$ cat src/rtl/audio_dac_stream.sv
// audio_dac_stream
//   Streams 16-bit stereo PCM frames to the WM8731 DAC data pin. The codec is
//   the bus master (DSP mode, LRP=1, 16-bit), so AUD_BCLK and AUD_DACLRCK
//   arrive asynchronously. They are synchronized into CLOCK_50 and
//   edge-detected. Each LRCK rising edge pops one {left,right} frame from a
//   small FIFO into a 32-bit shifter, MSB first. Each later BCLK falling edge
//   advances the shifter by one bit.
//
//   Build option: AUDIO_DAC_HOLD_ON_UNDERRUN_EN
//     defined   - an underrun replays the last successfully popped frame
//     undefined - an underrun plays silence (32'h0)
//
// Ports
//   CLOCK_50         system clock
//   rst              synchronous active-high reset
//   audio_init_done  codec configured; streaming is held off while low
//   sample_left/right, sample_valid, sample_ready   frame push handshake
//   AUD_BCLK, AUD_DACLRCK   codec bit clock / frame sync (asynchronous)
//   AUD_DACDAT       serial data to the codec
//   fifo_level       number of frames stored
//   underrun         one-cycle pulse: frame sync arrived with the FIFO empty
//   frame_err        one-cycle pulse: frame sync arrived before all 32 bits
//
// state        | meaning
// -------------+-----------------------------------------------------------
// ST_IDLE      | codec not ready; output low, no pops, pushes still accepted
// ST_WAIT_SYNC | waiting for an LRCK rising edge to load the next frame
// ST_SHIFT     | shifting the loaded frame out on BCLK falling edges

module audio_dac_stream #(
  parameter int FIFO_AW  = 3,
  parameter int SAMPLE_W = 16
) (
  input  logic                CLOCK_50,
  input  logic                rst,
  input  logic                audio_init_done,
  input  logic [SAMPLE_W-1:0] sample_left,
  input  logic [SAMPLE_W-1:0] sample_right,
  input  logic                sample_valid,
  output logic                sample_ready,
  input  logic                AUD_BCLK,
  input  logic                AUD_DACLRCK,
  output logic                AUD_DACDAT,
  output logic [FIFO_AW:0]    fifo_level,
  output logic                underrun,
  output logic                frame_err
);

  localparam int DEPTH   = 1 << FIFO_AW;
  localparam int FRAME_W = 2 * SAMPLE_W;
  localparam int CNT_W   = $clog2(FRAME_W + 1);

  localparam logic [FIFO_AW:0]   LEVEL_FULL = (FIFO_AW + 1)'(DEPTH);
  localparam logic [FIFO_AW:0]   LEVEL_ONE  = (FIFO_AW + 1)'(1);
  localparam logic [FIFO_AW-1:0] PTR_ONE    = FIFO_AW'(1);
  localparam logic [CNT_W-1:0]   CNT_ONE    = CNT_W'(1);
  localparam logic [CNT_W-1:0]   CNT_LAST   = CNT_W'(FRAME_W);

  typedef enum logic [1:0] {
    ST_IDLE      = 2'd0,
    ST_WAIT_SYNC = 2'd1,
    ST_SHIFT     = 2'd2
  } state_t;

  // ---------------------------------------------------------------------------
  // Pin synchronizers: [0],[1] are the 2-FF synchronizer, [2] is the delayed
  // copy used for edge detection. They are left out of reset on purpose: the
  // pins keep toggling through a reset, and clearing the chain could fake an
  // LRCK rising edge just after reset if the pin happens to be high.
  // ---------------------------------------------------------------------------
  logic [2:0] bclk_sync_q;
  logic [2:0] lrck_sync_q;
  logic       bclk_fall;
  logic       lrck_rise;

  always_ff @(posedge CLOCK_50) begin
    bclk_sync_q <= {bclk_sync_q[1:0], AUD_BCLK};
    lrck_sync_q <= {lrck_sync_q[1:0], AUD_DACLRCK};
  end

  assign bclk_fall = bclk_sync_q[2] & ~bclk_sync_q[1];
  assign lrck_rise = lrck_sync_q[1] & ~lrck_sync_q[2];

  // ---------------------------------------------------------------------------
  // Frame FIFO
  // ---------------------------------------------------------------------------
  logic [FRAME_W-1:0] fifo_mem_q [DEPTH];
  logic [FIFO_AW-1:0] wr_ptr_q, wr_ptr_d;
  logic [FIFO_AW-1:0] rd_ptr_q, rd_ptr_d;
  logic [FIFO_AW:0]   level_q, level_d;
  logic               sample_ready_q, sample_ready_d;
  logic [FRAME_W-1:0] fifo_rd_data;
  logic               fifo_empty;
  logic               do_push;
  logic               do_pop;

  state_t             state_q, state_d;

  assign fifo_rd_data = fifo_mem_q[rd_ptr_q];
  assign fifo_empty   = (level_q == '0);
  assign do_push      = sample_valid && sample_ready_q;
  // Popping uses the registered level, so a push landing in the same cycle as
  // the frame sync is not visible yet: the pop reports an underrun and the
  // pushed frame simply waits for the next sync.
  assign do_pop       = lrck_rise && audio_init_done &&
                        (state_q != ST_IDLE) && !fifo_empty;

  always_comb begin
    wr_ptr_d = wr_ptr_q;
    rd_ptr_d = rd_ptr_q;
    level_d  = level_q;
    if (do_push) begin
      wr_ptr_d = wr_ptr_q + PTR_ONE;
    end
    if (do_pop) begin
      rd_ptr_d = rd_ptr_q + PTR_ONE;
    end
    case ({do_push, do_pop})
      2'b10:   level_d = level_q + LEVEL_ONE;
      2'b01:   level_d = level_q - LEVEL_ONE;
      default: level_d = level_q;
    endcase
    sample_ready_d = (level_d != LEVEL_FULL);
  end

  always_ff @(posedge CLOCK_50) begin
    if (do_push) begin
      fifo_mem_q[wr_ptr_q] <= {sample_left, sample_right};
    end
  end

  always_ff @(posedge CLOCK_50) begin
    if (rst) begin
      wr_ptr_q       <= '0;
      rd_ptr_q       <= '0;
      level_q        <= '0;
      sample_ready_q <= 1'b0;
    end else begin
      wr_ptr_q       <= wr_ptr_d;
      rd_ptr_q       <= rd_ptr_d;
      level_q        <= level_d;
      sample_ready_q <= sample_ready_d;
    end
  end

  assign sample_ready = sample_ready_q;
  assign fifo_level   = level_q;

  // ---------------------------------------------------------------------------
  // Frame used when the sync finds the FIFO empty
  // ---------------------------------------------------------------------------
  logic [FRAME_W-1:0] underrun_frame;

`ifdef AUDIO_DAC_HOLD_ON_UNDERRUN_EN
  logic [FRAME_W-1:0] last_frame_q, last_frame_d;

  always_comb begin
    last_frame_d = last_frame_q;
    if (do_pop) begin
      last_frame_d = fifo_rd_data;
    end
  end

  always_ff @(posedge CLOCK_50) begin
    if (rst) begin
      last_frame_q <= '0;
    end else begin
      last_frame_q <= last_frame_d;
    end
  end

  assign underrun_frame = last_frame_q;
`else
  assign underrun_frame = '0;
`endif

  // ---------------------------------------------------------------------------
  // Sequencer and shifter
  // ---------------------------------------------------------------------------
  logic [FRAME_W-1:0] shift_q, shift_d;
  logic [CNT_W-1:0]   bit_cnt_q, bit_cnt_d;
  logic               underrun_q, underrun_d;
  logic               frame_err_q, frame_err_d;
  logic               dac_q, dac_d;

  always_comb begin
    state_d     = state_q;
    shift_d     = shift_q;
    bit_cnt_d   = bit_cnt_q;
    underrun_d  = 1'b0;
    frame_err_d = 1'b0;

    if (!audio_init_done) begin
      state_d   = ST_IDLE;
      bit_cnt_d = '0;
    end else begin
      case (state_q)
        ST_IDLE: begin
          state_d = ST_WAIT_SYNC;
        end
        ST_WAIT_SYNC, ST_SHIFT: begin
          // A frame sync always wins over a coincident BCLK edge: the new
          // frame is loaded and its MSB driven, the bit edge is dropped.
          if (lrck_rise) begin
            frame_err_d = (state_q == ST_SHIFT) && (bit_cnt_q < CNT_LAST);
            underrun_d  = fifo_empty;
            shift_d     = fifo_empty ? underrun_frame : fifo_rd_data;
            bit_cnt_d   = CNT_ONE;
            state_d     = ST_SHIFT;
          end else if ((state_q == ST_SHIFT) && bclk_fall) begin
            // bit_cnt counts bits already presented; once the LSB has been
            // held through a falling edge the frame is done.
            if (bit_cnt_q == CNT_LAST) begin
              bit_cnt_d = '0;
              state_d   = ST_WAIT_SYNC;
            end else begin
              shift_d   = {shift_q[FRAME_W-2:0], 1'b0};
              bit_cnt_d = bit_cnt_q + CNT_ONE;
            end
          end
        end
        default: begin
          state_d = ST_IDLE;
        end
      endcase
    end

    // Separate output register keeps the pin-to-data latency at a fixed four
    // cycles and forces the line low outside of SHIFT.
    dac_d = audio_init_done && (state_q == ST_SHIFT) && shift_q[FRAME_W-1];
  end

  always_ff @(posedge CLOCK_50) begin
    if (rst) begin
      state_q     <= ST_IDLE;
      shift_q     <= '0;
      bit_cnt_q   <= '0;
      underrun_q  <= 1'b0;
      frame_err_q <= 1'b0;
      dac_q       <= 1'b0;
    end else begin
      state_q     <= state_d;
      shift_q     <= shift_d;
      bit_cnt_q   <= bit_cnt_d;
      underrun_q  <= underrun_d;
      frame_err_q <= frame_err_d;
      dac_q       <= dac_d;
    end
  end

  assign AUD_DACDAT = dac_q;
  assign underrun   = underrun_q;
  assign frame_err  = frame_err_q;

endmodule

$ cat config.mk
export PLATFORM = sky130hd
export DESIGN_NAME = audio_dac_stream
export DESIGN_NICKNAME = d
export VERILOG_FILES = /design/src/rtl/audio_dac_stream.sv
export SDC_FILE = /design/constraint.sdc
export NUM_CORES = 1
export LEC_CHECK = 0
export ABC_AREA = 1
export CAP_MARGIN = 20
export CORE_AREA = 2 2 174 176
export CTS_BUF_LIST = sky130_fd_sc_hd__clkbuf_8
export DETAILED_ROUTE_END_ITERATION = 8
export DIE_AREA = 0 0 176 178
export SLEW_MARGIN = 20
export SYNTH_ARGS = -nofsm -noshare
export SYNTH_HDL_FRONTEND = slang
export SYNTH_SLANG_ARGS = --single-unit
$ cat constraint.sdc
create_clock -name CLOCK_50 -period 5.2 [get_ports CLOCK_50]
set_input_delay 0.78 -clock CLOCK_50 [delete_from_list [all_inputs] [get_ports CLOCK_50]]
set_output_delay 0.78 -clock CLOCK_50 [all_outputs]
set_load 0.03 [all_outputs]
Yosys cells after proc, flatten, opt, wreduce, memory -nomap -nowiden
Memories as Yosys holds them, arrays and structs flattened. A register that Yosys moved wholly into a read port is not among the register bits.
Index checks and enable logic that the tools add are counted.
- eq/ne operators: 9
- mux-type cells: 16
- $lt $le $gt $ge: 1
- add/sub/neg operators: 5
- multipliers: 0
- bitwise logic cells: 7
- shift-type cells: 0
- divide/modulo/power cells: 0
- reductions and logical operators: 19
- operators by type and width (operator ; count):
    two-way mux 32 bit ; 4
    two-way mux 6 bit ; 3
    logical AND 1 bit ; 8
    case mux 4 bit (2 select lines) ; 1
    adder 3 x 1 -> 3 bit, second input constant ; 2
    adder 6 x 1 -> 6 bit, second input constant ; 1
    equality test 6 bit, second input constant ; 1
    < comparator 6 bit, second input constant ; 1
    two-way mux 2 bit ; 3
    two-way mux 3 bit ; 2
    != test 3 bit, second input constant ; 2
    NOT 1 bit ; 5
    adder 4 x 1 -> 4 bit, second input constant ; 1
    equality test 2 x 1 -> 1 bit, second input constant ; 2
    equality test 2 bit, second input constant ; 2
    zero test 4 bit ; 1
    != test 4 bit, second input constant ; 1
    case mux 2 bit (2 select lines) ; 1
    AND reduction 2 bit ; 2
    AND reduction 4 bit ; 1
    nonzero test 2 bit ; 2
    OR reduction 2 bit ; 2
    OR reduction 4 bit ; 1
    subtractor 4 x 1 -> 4 bit, second input constant ; 1
    5 further kinds ; 7
- memories kept: 1
- register bits after elaboration: 60
- output and inout bits: 8
- logic and storage cells: 70
- memory bits (read-only): 0
- bits in writable memories: 256
- latch bits: 0
- input bits: 38
- memory list (name ; words ; width ; rd ports ; clocked after memory_dff ; wr ports ; line ; source):
    fifo_mem_q ; 8 ; 32 ; 1 ; 1 ; 1 ; 87 ; logic [FRAME_W-1:0] fifo_mem_q [DEPTH];

Logic depth before layout (Yosys ltp)
Gate-level depths: netlist (run 1).
- word-level depth: 8
- depth in mapped cells: 19
- depth with buffers taken out: 19

Least setup slack after synthesis (run 1)
OpenSTA, ideal clock, no wires.
- path type: input to register
- from: input port sample_valid
- to: memory fifo_mem_q[0][0] (netlist name), enable pin
- library setup time: 0.421 ns
- data arrival time: 2.518 ns
- data required time: 4.779 ns
- path buffers: 0
- stages on the path: 4
- setup slack: 2.261 ns
- cells stage by stage: nand2_1 -> inv_1 -> nand2_1 -> nor2_1
- cells in the longest elaborated chain, start to end: 3
- ends and longest elaborated chain (item ; line ; source):
    start, declared ; 39 ; input logic sample_valid,
    logical AND 1 bit ; 101 ; assign do_push = sample_valid && sample_ready_q;
    two-way mux 1 bit ; 127 ; if (do_push) begin
    two-way mux 1 bit (not written as such) ; 128 ; fifo_mem_q[wr_ptr_q] <= {sample_left, sample_right};
    end, declared ; 87 ;
No other way between the ends.

Worst setup path in the final report (run 1)
- from: input port sample_valid
- to: memory fifo_mem_q[4][22] (netlist name), enable pin
The elaborated chain is that of the path after synthesis.

==> impl_metrics.yaml, run 1 <==
cts:
  h-tree-depth: 2
  cts_tree: "yes"
  clk_pin_slew_ns: 0.06
  ctsResizeCount: 0
  cts_buffer_depth: 3
  clockRootBuffer: "clkbuf_8"
  clock_sink_count: 319
  clk_latency_ns: 0.57
  cts_buffers: 52
  cts_hold_buffers: 0
  cts_setup_buffers: 0
detailed_routing:
  vias: 8128
  routedWlPerCell_um: 18.2
  vias_per_cell: 5.36
  drtIter0Drc: 710
  wl_mm: 27.6
  ant_nets: 0
  drc: 0
  first_pass_iters: 5
synthesis:
  syn_inst: 1032
  syn_nets: 1079
  synth-xor-area-share: 0.00140
  ys_warn_count: 0
  synth-simple-area-share: 0.0909
  synth_top_family_by_area: "compound AO/OA/AOI/OAI gates"
  synthDistinctLibCells: 30
  synth.avg_cell_area_sq_um: 12.2
  seq_area_frac_synth: 0.713
  synth.mux.area_fraction: 0
  synthAdderAreaFrac: 0.00897
  ys_ff_latch: 319
  syn-cell-area_sq_um: 12600
  synth_compound_area_frac: 0.142
finish:
  finish.net_count: 1131
  diodes: 0
  syn2layout_area_growth_pct: 15.6
  final_common_cell: "edfxtp_1"
  drive_above_1_share: 0.107
  utilization: 0.494
  final_cell_mix: "edfxtp_1 (256), nor2_1 (148), o21ai_0 (121), nand2_1 (72), inv_1 (72)"
setup_path:
  cp-start-kind: "primary input"
  path_max_fanout: 21
  timing_worst_setup_path_type: "primary input to flop"
  required_ns: 5.44
  worstReg2RegEnd: "shift_q[24]"
  crit_path_end: "fifo_mem_q[4][22]"
  startpoint: "sample_valid"
  end_kind: "flop"
  reg2reg_depth: 7
  crit_arrival_ns: 2.94
  r2r_slack_ns: 2.74
floorplan:
  rows: 63
  start_util: 0.427
  die_x_um: 176
  ios: 46
  die_y_um: 178
  core_area_sq_um: 29400
  dieArea_sq_um: 31300
timing:
  slew_viol_final: 0
  setup_viol: 0
  period_share: 0.519
  setup_tns_ns: 0
  rsz0062_at_grt: "false"
  clock_skew_ns: 0.0251
  hold_ws_ns: 0.327
  fmax_ghz: 0.370
  tightestPinTransition_ns: 0.928
  period_minus_slack_ns: 2.70
  hold_viol_final: 0
  timing.slew.headroom: 0.380
power:
  peakVddDrop_v: 0.000202
  powerDensity_nw_per_um2: 365
  leakage_nw: 5.05
  finalPower_w: 0.00530
run:
  max-cap-violations: 0
placement:
  port_buffers: 45
  place.gp.congestion: 0.774
  hpwl_mm: 14.7
status:
  outcome: "finished, final reports clean"
min_path:
  hold_class: "flop to flop"
global_route:
  grt_pass1_wl_mm: 43.7
  grt_max_degree: 77
  grt_pass1_vias: 8057
  grt_overflow_total: 0
  grt_use_total: 0.179
  antenna_found_initial: 0
## sequential cells by signal, summed over array words and instances (netlist names), 2 cells and up, named ones only
name,flops
bclk_sync_q,3
bit_cnt_q,6
fifo_level,4
fifo_mem_q,256
lrck_sync_q,3
rd_ptr_q,3
shift_q,32
state_q,2
wr_ptr_q,3
## kinds of logic (layout without fill, tap and decap cells)
group	Yosys count	after routing
xor gates and xnor gates	2	2
buffers and inverters	134	228
and+or+nand+nor	282	282
DFF	319	319
AOI/OAI and AO/OA	286	286
adders and majority gates	9	9
## layer usage
layer | share of wire | up-vias | track usage | wire, um
li1 | - | 3903 | - | -
met3 | 0.048 | 50 | 0.0326 | 1330
met4 | 0.021 | 0 | 0.0565 | 576
met2 | 0.47 | 203 | 0.301 | 13100
met5 | 0 | - | 0 | 0
met1 | 0.46 | 3972 | 0.237 | 12600
## layout make-up
type,count,area [sq um]
fillers,2591,14900
flip-flops and latches,319,8950
multi-input cells,579,3120
clock buffers,65,895
repair buffers,62,578
well taps,390,488
inverters,70,264
clock inverters,31,211
## Yosys cell counts (all sizes together)
library cell  count  area, sq um
edfxtp          256         7690
nor2            157          592
o21ai           139          707
nand2            73          282
inv              70          263
dfxtp            63         1260
o211ai           62          465
nand3            44          220
clkbuf           39          150
o22ai            32          200
o221ai           31          272
buf              25          139
a21oi            18         90.1
ha                9          113
nand4             4         25.0
a211oi            2         27.5
nor3              2         10.0
nor4              2         12.5
xor2              2         17.5
a32o              1         10.0
o32ai             1         8.76
## worst min-delay path by stage
| stage | startpoint | endpoint | slack [ns] | cells past startpoint |
|---|---|---|---|---|
| 2_1_floorplan | bclk_sync_q[0] | bclk_sync_q[1] | 0.31 | 0 |
| 4_1_cts | bclk_sync_q[0] | bclk_sync_q[1] | 0.33 | 0 |
| 6_report | bclk_sync_q[0] | bclk_sync_q[1] | 0.33 | 0 |
| 3_5_place_dp | lrck_sync_q[0] | lrck_sync_q[1] | 0.31 | 0 |
| 5_1_grt | lrck_sync_q[0] | lrck_sync_q[1] | 0.34 | 0 |
| 3_3_place_gp | bclk_sync_q[0] | bclk_sync_q[1] | 0.31 | 0 |
## power by group
| group | total, W | switching [W] | internal (W) |
|---|---|---|---|
| clock network | 0.00224 | 0.000966 | 0.00128 |
| logic | 0.000236 | 0.000156 | 0.0000796 |
| registers | 0.00282 | 0.0000189 | 0.00280 |
## worst max-delay path: stages
cell             delay, ns
clkdlybuf4s50_1       0.46
nand2_1               0.20
inv_1                 0.16
nand2_1               0.24
nor2_4                0.69
buf_4                 0.39
## through the flow
| step | worst slack, ns | std cells | instance area [sq um] |
|---|---|---|---|
| 6_report | 2.50 | 1516 | 14500 |
| 3_3_place_gp | 1.95 | 1420 | 13400 |
| 5_1_grt | 2.38 | 1516 | 14500 |
| 4_1_cts | 2.49 | 1516 | 14500 |
| 2_1_floorplan | 2.26 | 1032 | 12600 |
| 3_5_place_dp | 1.91 | 1420 | 13400 |
(Power assumes the default switching activity.)
==> run 2: changes to the inputs <==
Clock period 5.2 ns to 2.8 ns, I/O delays scaled along.
==> impl_metrics.yaml, run 2 (synthesized netlist as in run 1, its figures left out) <==
setup_path:
  critical_path.top_delay_family: "simple AND/OR/NAND/NOR gates"
  slowest_stage: "dfxtp_1"
  cp_num_buf_inv: 4
  rr_startpoint: "state_q[0]"
  path_max_fanout: 4
  end_kind: "flop"
  r2r_slack_ns: 0.56
  cpPeakStageDelay_ns: 0.36
  worstReg2RegEnd: "sample_ready"
  required_ns: 3.27
  crit_arrival_ns: 2.71
  cp-start-kind: "flop"
  timing_worst_setup_path_type: "flop to flop"
  cpMostUsedCell: "nand2_1"
  reg2reg_depth: 16
  path_cells: "inv_1 > ha_1 > inv_1 > nand2_1 > nor2_1 > nand3_1 > nand2_1 > nand2_1 > inv_1 > ha_1 > o21ai_0 > nand2_1 > nor2_1 > nand3_1 > nand2_1 > inv_1"
floorplan:
  dieArea_sq_um: 31300
  die_x_um: 176
  start_util: 0.427
  core_area_sq_um: 29400
  die_y_um: 178
  rows: 63
  ios: 46
power:
  peakVddDrop_v: 0.000330
  p_int_w: 0.00750
  powerDensity_nw_per_um2: 654
  seqPwrFrac: 0.547
  p_sw_w: 0.00206
  swShare: 0.215
  leakage_nw: 5.08
  p_clk_frac: 0.407
  pwr-share-comb: 0.046
cts:
  cts_hold_buffers: 0
  cts_tree: "yes"
  h-tree-depth: 2
  clock_sink_count: 319
  cts_buffer_depth: 3
  ctsResizeCount: 0
  clk_latency_ns: 0.57
  cts_setup_buffers: 0
  clk_pin_slew_ns: 0.06
  cts_buffers: 50
  clockRootBuffer: "clkbuf_8"
finish:
  final_cell_mix: "edfxtp_1 (256), nor2_1 (148), o21ai_0 (121), nand2_1 (72), inv_1 (72)"
  fillers: 2526
  utilization: 0.497
  final_common_cell: "edfxtp_1"
  syn2layout_area_growth_pct: 16.4
  finish.net_count: 1133
  regMostFlops: "fifo_mem_q"
  largest_register_ffs: 256
  diodes: 0
  regArea_sq_um: 8950
  multi_input_area_sq_um: 3120
  drive_above_1_share: 0.105
  top_regs: "fifo_mem_q (256), shift_q (32), bit_cnt_q (6)"
timing:
  hold_ws_ns: 0.288
  period_minus_slack_ns: 2.24
  fmax_ghz: 0.447
  period_share: 0.798
  slew_viol_final: 0
  setup_viol: 0
  tightestPinTransition_ns: 0.756
  hold_viol_final: 0
  rsz0062_at_grt: "false"
  clock_skew_ns: 0.0247
  timing.slew.headroom: 0.496
  setup_tns_ns: 0
run:
  max-cap-violations: 0
min_path:
  min_to: "bclk_sync_q[0]"
  hold_class: "primary input to flop"
  min_path_cells: 1
  hp-start: "AUD_BCLK"
status:
  outcome: "finished, final reports clean"
global_route:
  grt_max_degree: 129
  grt_pass1_wl_mm: 41.9
  antenna_found_initial: 0
  grt_overflow_total: 0
  grt_pass1_vias: 7690
  grt_use_total: 0.173
detailed_routing:
  wl_mm: 26.4
  vias_per_cell: 5.28
  ant_nets: 0
  routedWlPerCell_um: 17.4
  drc: 0
  first_pass_iters: 5
  vias: 8013
  drtIter0Drc: 570
placement:
  port_buffers: 45
  place.gp.congestion: 0.772
  hpwl_mm: 13.6
[run 2: changes by cell type in the layout (fill, tap and decap cells not counted), sizes merged]
cell,delta
buf,+4
clkinv,+5
clkbuf,-8
[run 2: power groups by stage]
stage | clock [W] | sequential (W) | combinational (W)
finish | 0.00389 | 0.00523 | 0.000442
global route | 0.00420 | 0.00524 | 0.000496
CTS | 0.00400 | 0.00523 | 0.000451
detailed placement | 0 | 0.00533 | 0.000450
global placement | 0 | 0.00533 | 0.000444
floorplan | 0 | 0.00534 | 0.000222
[run 2: worst max path at each step]
stage,from,end,slack (ns),depth (start not counted)
finish,state_q[0],sample_ready,0.56,16
global route,state_q[0],sample_ready,0.25,14
CTS,state_q[0],sample_ready,0.56,17
detailed placement,audio_init_done,sample_ready,0.28,14
global placement,audio_init_done,sample_ready,0.32,14
floorplan,sample_ready,fifo_mem_q[0][0],0.07,4
[run 2: metal layers]
layer / wire, um / part of all wire / GRT usage
met1: 12200 / 0.46 / 0.232
met3: 1170 / 0.044 / 0.0328
met5: 0 / 0 / 0
met4: 558 / 0.021 / 0.0606
met2: 12500 / 0.47 / 0.284
[run 2: layout make-up]
| class | count | area share |
|---|---|---|
| Tap cell | 390 | 0.0334 |
| Sequential cell | 319 | 0.613 |
| Multi-Input combinational cell | 579 | 0.214 |
| Clock buffer | 57 | 0.0537 |
| Clock inverter | 36 | 0.0158 |
| Inverter | 70 | 0.0181 |
| Timing Repair Buffer | 66 | 0.0527 |
[run 2: through the flow]
step	std cells	total power (W)	instance area, sq um	setup slack [ns]
final	1517	0.00956	14600	0.564
after global routing	1517	0.00993	14600	0.245
after CTS	1517	0.00968	14600	0.561
after detailed placement	1424	0.00578	13600	0.283
after global placement	1424	0.00577	13600	0.316
after floorplan	1032	0.00556	12600	0.0695
